`config.mk`:
```
export PLATFORM = sky130hd
export DESIGN_NAME = pc_fetch_unit_flat
export DESIGN_NICKNAME = d
export VERILOG_FILES = /design/src/rtl/pc_fetch_unit_if.sv /design/src/rtl/pc_fetch_unit.sv /design/src/flat_wrapper.sv
export SDC_FILE = /design/constraint.sdc
export NUM_CORES = 1
export LEC_CHECK = 0
export ABC_AREA = 1
export CAP_MARGIN = 25
export CORE_ASPECT_RATIO = 2
export CORE_MARGIN = 1
export CORE_UTILIZATION = 50
export CTS_CLUSTER_SIZE = 30
export DETAILED_ROUTE_END_ITERATION = 12
export PLACE_DENSITY = 0.86
export SYNTH_ARGS = -nofsm -noshare
export SYNTH_HDL_FRONTEND = slang
export SYNTH_SLANG_ARGS = --single-unit
```
`constraint.sdc`:
```
create_clock -name clk -period 3.5 [get_ports clk]
set_clock_uncertainty 0.15 [all_clocks]
set_input_delay 0.525 -clock clk [delete_from_list [all_inputs] [get_ports clk]]
set_output_delay 0.525 -clock clk [all_outputs]
set_load 0.01 [all_outputs]
```
`src/rtl/pc_fetch_unit_if.sv`:
```
// Fetch-side bundle: instruction memory port, redirect/stall
// inputs from downstream and the IF/ID register outputs.
interface pc_fetch_unit_if;
  logic [31:0] pc;
  logic [31:0] inst;
  logic        stall;
  logic        redirect_valid;
  logic [31:0] redirect_target;
  logic [31:0] if_id_inst;
  logic [31:0] if_id_pc_plus4;
  logic        if_id_valid;
  logic        halted;
  logic        misalign_err;

  modport master (
    output pc,
    output if_id_inst,
    output if_id_pc_plus4,
    output if_id_valid,
    output halted,
    output misalign_err,
    input  inst,
    input  stall,
    input  redirect_valid,
    input  redirect_target
  );

  modport slave (
    input  pc,
    input  if_id_inst,
    input  if_id_pc_plus4,
    input  if_id_valid,
    input  halted,
    input  misalign_err,
    output inst,
    output stall,
    output redirect_valid,
    output redirect_target
  );
endinterface

```
`src/rtl/pc_fetch_unit.sv`:
```
// Instruction fetch stage: PC register, IF/ID register and a
// small INIT/RUN/HALT/ERROR controller with redirect and stall.
module pc_fetch_unit #(
  parameter logic [31:0] RESET_PC  = 32'h0000_0000,
  parameter logic [31:0] HALT_INST = 32'hFFFF_FFFF
) (
  input  logic           clk,
  input  logic           rst,
  pc_fetch_unit_if.master bus
);

  typedef enum logic [1:0] {
    S_INIT,
    S_RUN,
    S_HALT,
    S_ERROR
  } state_e;

  state_e      state_q, state_d;
  logic [31:0] pc_q, pc_d;
  logic [31:0] inst_q, inst_d;
  logic [31:0] pc4_q, pc4_d;
  logic        valid_q, valid_d;
  logic        halted_q, halted_d;
  logic        err_q, err_d;
  logic [31:0] pc_plus4;

  assign pc_plus4 = pc_q + 32'd4;

  always_comb begin
    state_d = state_q;
    pc_d    = pc_q;
    inst_d  = inst_q;
    pc4_d   = pc4_q;
    valid_d = valid_q;
    unique case (state_q)
      S_INIT: begin
        valid_d = 1'b0;
        state_d = S_RUN;
      end
      S_RUN: begin
        if (bus.redirect_valid) begin
          valid_d = 1'b0;
          if (bus.redirect_target[1:0] == 2'b00) begin
            pc_d   = bus.redirect_target;
            inst_d = 32'h0;
          end else begin
            state_d = S_ERROR;
          end
        end else if (bus.stall) begin
          state_d = S_RUN;
        end else if (bus.inst == HALT_INST) begin
          valid_d = 1'b0;
          state_d = S_HALT;
        end else begin
          inst_d  = bus.inst;
          pc4_d   = pc_plus4;
          valid_d = 1'b1;
          pc_d    = pc_plus4;
        end
      end
      S_HALT:  valid_d = 1'b0;
      S_ERROR: valid_d = 1'b0;
      default: begin
        valid_d = 1'b0;
        state_d = S_ERROR;
      end
    endcase
    halted_d = (state_d == S_HALT);
    err_d    = (state_d == S_ERROR);
  end

  always_ff @(posedge clk) begin
    if (rst) begin
      state_q  <= S_INIT;
      pc_q     <= RESET_PC;
      inst_q   <= 32'h0;
      pc4_q    <= 32'h0;
      valid_q  <= 1'b0;
      halted_q <= 1'b0;
      err_q    <= 1'b0;
    end else begin
      state_q  <= state_d;
      pc_q     <= pc_d;
      inst_q   <= inst_d;
      pc4_q    <= pc4_d;
      valid_q  <= valid_d;
      halted_q <= halted_d;
      err_q    <= err_d;
    end
  end

  assign bus.pc             = pc_q;
  assign bus.if_id_inst     = inst_q;
  assign bus.if_id_pc_plus4 = pc4_q;
  assign bus.if_id_valid    = valid_q;
  assign bus.halted         = halted_q;
  assign bus.misalign_err   = err_q;

endmodule

```
`src/flat_wrapper.sv`:
```
// flat-port wrapper written by rule: the top's interface ports become plain ports
module pc_fetch_unit_flat 
#(
  parameter logic [31:0] RESET_PC  = 32'h0000_0000,
  parameter logic [31:0] HALT_INST = 32'hFFFF_FFFF
)
  (clk, rst, bus_pc, bus_if_id_inst, bus_if_id_pc_plus4, bus_if_id_valid, bus_halted, bus_misalign_err, bus_inst, bus_stall, bus_redirect_valid, bus_redirect_target);
  pc_fetch_unit_if bus_i ();
  input  logic clk;
  input  logic rst;
  output wire logic [$bits(bus_i.pc)-1:0] bus_pc;
  output wire logic [$bits(bus_i.if_id_inst)-1:0] bus_if_id_inst;
  output wire logic [$bits(bus_i.if_id_pc_plus4)-1:0] bus_if_id_pc_plus4;
  output wire logic [$bits(bus_i.if_id_valid)-1:0] bus_if_id_valid;
  output wire logic [$bits(bus_i.halted)-1:0] bus_halted;
  output wire logic [$bits(bus_i.misalign_err)-1:0] bus_misalign_err;
  input wire logic [$bits(bus_i.inst)-1:0] bus_inst;
  input wire logic [$bits(bus_i.stall)-1:0] bus_stall;
  input wire logic [$bits(bus_i.redirect_valid)-1:0] bus_redirect_valid;
  input wire logic [$bits(bus_i.redirect_target)-1:0] bus_redirect_target;
  assign bus_pc = bus_i.pc;
  assign bus_if_id_inst = bus_i.if_id_inst;
  assign bus_if_id_pc_plus4 = bus_i.if_id_pc_plus4;
  assign bus_if_id_valid = bus_i.if_id_valid;
  assign bus_halted = bus_i.halted;
  assign bus_misalign_err = bus_i.misalign_err;
  assign bus_i.inst = bus_inst;
  assign bus_i.stall = bus_stall;
  assign bus_i.redirect_valid = bus_redirect_valid;
  assign bus_i.redirect_target = bus_redirect_target;
  pc_fetch_unit #(.RESET_PC(RESET_PC), .HALT_INST(HALT_INST)) u_core (.clk(clk), .rst(rst), .bus(bus_i));
endmodule
```
# Word level (Yosys, flattened, before mapping)
# Cells that the tools add are included.
# word_totals
reg_bits	101
in_bits	68
output_inout_bits	99
wordCells	43
# classes
n_addsub	1
n_eq_ne	10
muxes	17
bitwise_logic	3
n_reduce_logical	5
# ops
cell	count
2-to-1 mux 32 bit	8
adder 32 x 3 -> 32 bit (second input constant)	1
== test 32 bit (second input constant)	1
== test 2 bit (second input constant)	4
2-to-1 mux 2 bit	4
AND reduction 4 bit	2
zero test 2 bit	2
inequality test 2 x 1 -> 1 bit (second input constant)	2
case mux 2 bit (2 select lines)	1
2-to-1 mux 1 bit	3
inequality test 3 bit (second input constant)	1
NOT 1 bit	3
OR reduction 3 bit	1
== test 2 x 1 -> 1 bit (second input constant)	1
inequality test 2 bit (second input constant)	1
case mux 1 bit (2 select lines)	1

# Logic depth before layout (Yosys ltp)
# depth
ltp_word	6
mapped_depth	11
depth_no_buf	11

# Worst setup path after synthesis
# No wires, ideal clock.
# synth_path
kind	input to register
from	in bus_inst[17]
to	reg u_core.pc_q[24], in the netlist u_core.bus.pc[24]
setup_ns	0.112
arrival_time_ns	1.445
t_required_ns	3.238
setup_slack_ns	1.793
stages	10
path_buffers	1
path_cell_list	nand2_1 > nor2_1 > nand2_1 > nor2_2 > nand3_2 > nand3_4 > buf_4 > nand2_1 > nand2_1 > nor2_1
# synth_between
elab_chain_cells	3
# synth_lines
item	line	source
start, declared	flat_wrapper.sv:17	input wire logic [$bits(bus_i.inst)-1:0] bus_inst;
== test 32 bit	pc_fetch_unit.sv:52	end else if (bus.inst == HALT_INST) begin
inequality test 2 bit (no source line)	-	
AND reduction 4 bit (no source line)	-	
end signal, assigned	pc_fetch_unit.sv:84	pc_q <= pc_d;
end, declared	pc_fetch_unit.sv:20	logic [31:0] pc_q, pc_d;
# No other way between the ends.
# A chain may end at the register's enable or synchronous reset.

# Worst setup path after layout
# layout_path
from	in bus_inst[17]
to	reg u_core.pc4_q[0], in the netlist u_core.bus.if_id_pc_plus4[0]
# layout_between
elab_chain_cells	3
# layout_lines
item	line	source
== test 32 bit	pc_fetch_unit.sv:52	
NOT 1 bit (no source line)	-	
AND reduction 4 bit (no source line)	-	
end signal, assigned	pc_fetch_unit.sv:86	pc4_q <= pc4_d;
end, declared	pc_fetch_unit.sv:22	logic [31:0] pc4_q, pc4_d;
# No other way between the ends.

==> results.py <==
metrics = {
    "run_status": {
        "run_status": "finished clean",
    },
    "critical_path": {
        "worst_ep_required_time_ns": 3.56,
        "worst-path-buf-inv": 2,
        "worst-path-max-fanout": 46,
        "worstSetupPathType": "input pin to flop",
        "critical_path_cell_count": 10,
        "crit_path_end_kind": "flop",
        "slowest_delay_ns": 0.48,
        "critical_path.slowest_cell": "sky130_fd_sc_hd__clkdlybuf4s50_1",
        "critPathLaunchType": "input pin",
        "worst-endpoint-arrival_ns": 2.44,
        "timing.critical_path.max_delay_family": "simple AND/OR/NAND/NOR gates",
        "critPathLaunch": "bus_inst[17]",
        "worstReg2RegStart": "u_core.bus.pc[2]",
        "worstPathCellList": "clkdlybuf4s50_1 > nand2_1 > nor2_1 > nand2_1 > nor2_2 > nand2_2 > nand2_2 > inv_2 > o21ai_0 > a21oi_1",
        "r2r_cells": 9,
    },
    "synth": {
        "synth_enable_flop_cells": 0,
        "synthDominantCellAreaShare": 0.394,
        "yosys.area_share.simple": 0.394,
        "synth.cells.most_frequent": "261 x sky130_fd_sc_hd__nand2_1, 128 x sky130_fd_sc_hd__nor2_1, 101 x sky130_fd_sc_hd__dfxtp_1",
        "post-synth-top-count-cell": "sky130_fd_sc_hd__nand2_1",
        "synth_cell_types": 28,
        "synthTopCellsByArea": "sky130_fd_sc_hd__dfxtp_1 39%, sky130_fd_sc_hd__nand2_1 19%, sky130_fd_sc_hd__nor2_1 9.4%, sky130_fd_sc_hd__a21oi_1 6.2%, sky130_fd_sc_hd__nand4_1 5.5%",
        "synth_area_in_adders": 0.00244,
        "synth-compound-area-share": 0.103,
        "synth.yosys.warnings": 0,
        "post_synth_top_area_cell": "sky130_fd_sc_hd__dfxtp_1",
        "avgSynthCellArea_um2": 6.45,
        "syn-num-nets": 866,
        "post_synth_instance_area_um2": 5140,
        "xor_xnor_fraction_of_synth_area": 0.0170,
        "flops_latches_synth": 101,
        "synthFlopType": "sky130_fd_sc_hd__dfxtp_1",
        "synth_cells": 797,
        "synth.yosys.seq_area_share": 0.394,
        "main_combinational_cell_family_by_area_after_synthesis": "simple AND/OR/NAND/NOR gates",
        "async_flop_share": 0,
        "yosys-mux-area-fraction": 0,
    },
    "sta": {
        "final.hold.worst_slack_ns": 0.311,
        "rsz0062_at_grt": "false",
        "finalSetupViolations": 0,
        "setup_total_negative_slack_ns": 0,
        "slew_headroom": 0.544,
        "finalHoldViolCount": 0,
        "slew_viol_final": 0,
        "post-route-min-period_ns": 2.38,
        "share_of_the_clock_period_used_by_the_worst_path_after_layout": 0.681,
        "worstMarginPinSlew_ns": 0.677,
        "max_freq_mhz": 420,
    },
    "floorplanning": {
        "floorplan.rows": 52,
        "io_pins": 167,
        "coreArea_um2": 10000,
        "die_height_um": 145,
        "floorplan.die.width_um": 73.7,
        "die-area_um2": 10700,
        "floorplan.initialDensity": 0.513,
    },
    "run": {
        "cap_violations": 0,
    },
    "pwr": {
        "finalPower_w": 0.00272,
        "power_per_cell_area_nw_per_um2": 385,
        "vdd_drop_max_v": 0.000320,
        "power_leakage_nw": 2.86,
    },
    "placement": {
        "placed_cell_area_um2": 6800,
        "gp_routability_congestion": 0.946,
        "place.detailed.hpwl_um": 11900,
        "port-buffer-count": 166,
    },
    "route": {
        "drt-vias-per-instance": 5.23,
        "routed_wire_length_per_instance_um": 14.9,
        "detail_route.first_pass.iterations": 5,
        "finalWirelength_um": 16100,
        "ant_nets": 0,
        "drc_violations_left": 0,
        "route.vias.total": 5644,
        "first_iter_violations": 316,
    },
    "global_routing": {
        "grt_start_max_net_pins": 82,
        "first_global_vias": 5483,
        "grt_antenna_before_repair": 0,
        "global_route_wire_length_before_repair_um": 26000,
        "grt_util_all_layers": 0.315,
        "grt.overflow.total": 0,
    },
    "min_path": {
        "hold_depth": 2,
        "holdCritStartpoint": "u_core.bus.if_id_inst[28]",
        "hold_class": "flop to flop",
    },
    "clocking": {
        "clock_tree_from_tritoncts": "yes",
        "clock_latency_ns": 0.35,
        "numCtsBuffers": 9,
        "clock-sinks": 101,
        "holdBufCountCts": 0,
        "cts.reportedPaths.clkPinSlew_ns": 0.07,
        "clock-root-buffer": "sky130_fd_sc_hd__clkbuf_16",
        "htree_num_levels": 3,
        "cts-resized-gates": 0,
        "clock_tree.buffer_depth": 2,
        "cts_setup_buffers": 0,
    },
    "finish": {
        "final_non_filler_cell_area_um2": 7070,
        "final_nets": 1009,
        "post_synthesis_to_final_layout_area_growth_pct": 37.6,
        "insertedDiodeCount": 0,
        "drive_gt1_frac": 0.0456,
    },
}
==> power by group <==
group	internal (W)	switching (W)	leakage [nW]	total, W
clock	0.000482	0.000447	0.129	0.000928
sequential	0.00121	0.0000585	0.824	0.00127
combinational	0.000253	0.000268	1.91	0.000521
==> final timing paths <==
check,slack [ns],to
worst max-delay path,1.12,u_core.bus.if_id_pc_plus4[0]
worst min-delay path,0.31,u_core.bus.if_id_inst[28]
worst max register to register,1.36,u_core.bus.pc[16]
worst min register to register,0.31,u_core.bus.if_id_inst[28]
==> worst reg2reg max path: stages (launching register included) <==
cell and delay (ns):
sky130_fd_sc_hd__dfxtp_1 0.48, sky130_fd_sc_hd__ha_1 0.28, sky130_fd_sc_hd__nand3_2 0.17, sky130_fd_sc_hd__nor2_1 0.26
sky130_fd_sc_hd__nand3_1 0.13, sky130_fd_sc_hd__xor2_1 0.33, sky130_fd_sc_hd__nand2_1 0.09, sky130_fd_sc_hd__nand2_1 0.07
sky130_fd_sc_hd__nor2_1 0.04, sky130_fd_sc_hd__nor2_1 0.08
==> per-stage QoR <==
stage | utilization | worst slack (ns) | cells
2_1_floorplan | - | 1.79 | 797
3_3_place_gp | 0.679 | 0.755 | 1064
3_5_place_dp | 0.679 | 0.683 | 1064
4_1_cts | 0.705 | 1.06 | 1079
5_1_grt | 0.705 | 0.905 | 1079
6_report | 0.705 | 1.12 | 1079
==> sequential cells by signal (all words and copies together) (netlist names) <==
name and count:
u_core.bus.halted 1, u_core.bus.if_id_valid 1, u_core.state_q 2, u_core.bus.misalign_err 1, u_core.bus.if_id_pc_plus4 32, u_core.bus.pc 32, u_core.bus.if_id_inst 32
==> cell usage in the layout, fill, tap and decap left out, types with 9 or more instances in the layout <==
cell type / netlist / layout
sky130_fd_sc_hd__o21ai_0: 39 / 39
sky130_fd_sc_hd__nand3_1: 26 / 26
sky130_fd_sc_hd__buf_4: 6 / 10
sky130_fd_sc_hd__nand2_1: 261 / 261
sky130_fd_sc_hd__a21oi_1: 64 / 64
sky130_fd_sc_hd__inv_1: 51 / 51
sky130_fd_sc_hd__dfxtp_1: 101 / 101
sky130_fd_sc_hd__nand4_1: 45 / 45
sky130_fd_sc_hd__xor2_1: 10 / 10
sky130_fd_sc_hd__clkbuf_16: 0 / 9
sky130_fd_sc_hd__clkdlybuf4s50_1: 0 / 164
sky130_fd_sc_hd__nor2_1: 128 / 128
==> layout make-up <==
cell class,instances,area (um2)
clock buffers,10,229
clock inverters,5,35.0
fillers,912,2950
inverters,56,210
multi-input cells,595,2660
flip-flops and latches,101,2020
well taps,135,169
repair buffers,177,1750
==> per-layer routing <==
layer | up-vias | share of wire | global-route usage
li1 | 2839 | - | -
met1 | 2535 | 0.34 | 0.318
met2 | 207 | 0.55 | 0.563
met3 | 63 | 0.047 | 0.0602
met4 | 0 | 0.063 | 0.201
met5 | - | 0 | 0
==> cells by family after synthesis <==
| kind of cell | count (synthesis) |
|---|---|
| simple gates | 478 |
| compound gates | 106 |
| buf+inv | 101 |
| flops | 101 |
| xor+xnor | 10 |
| fa+ha+maj | 1 |
No activity file was read; power rests on OpenSTA's default activity.
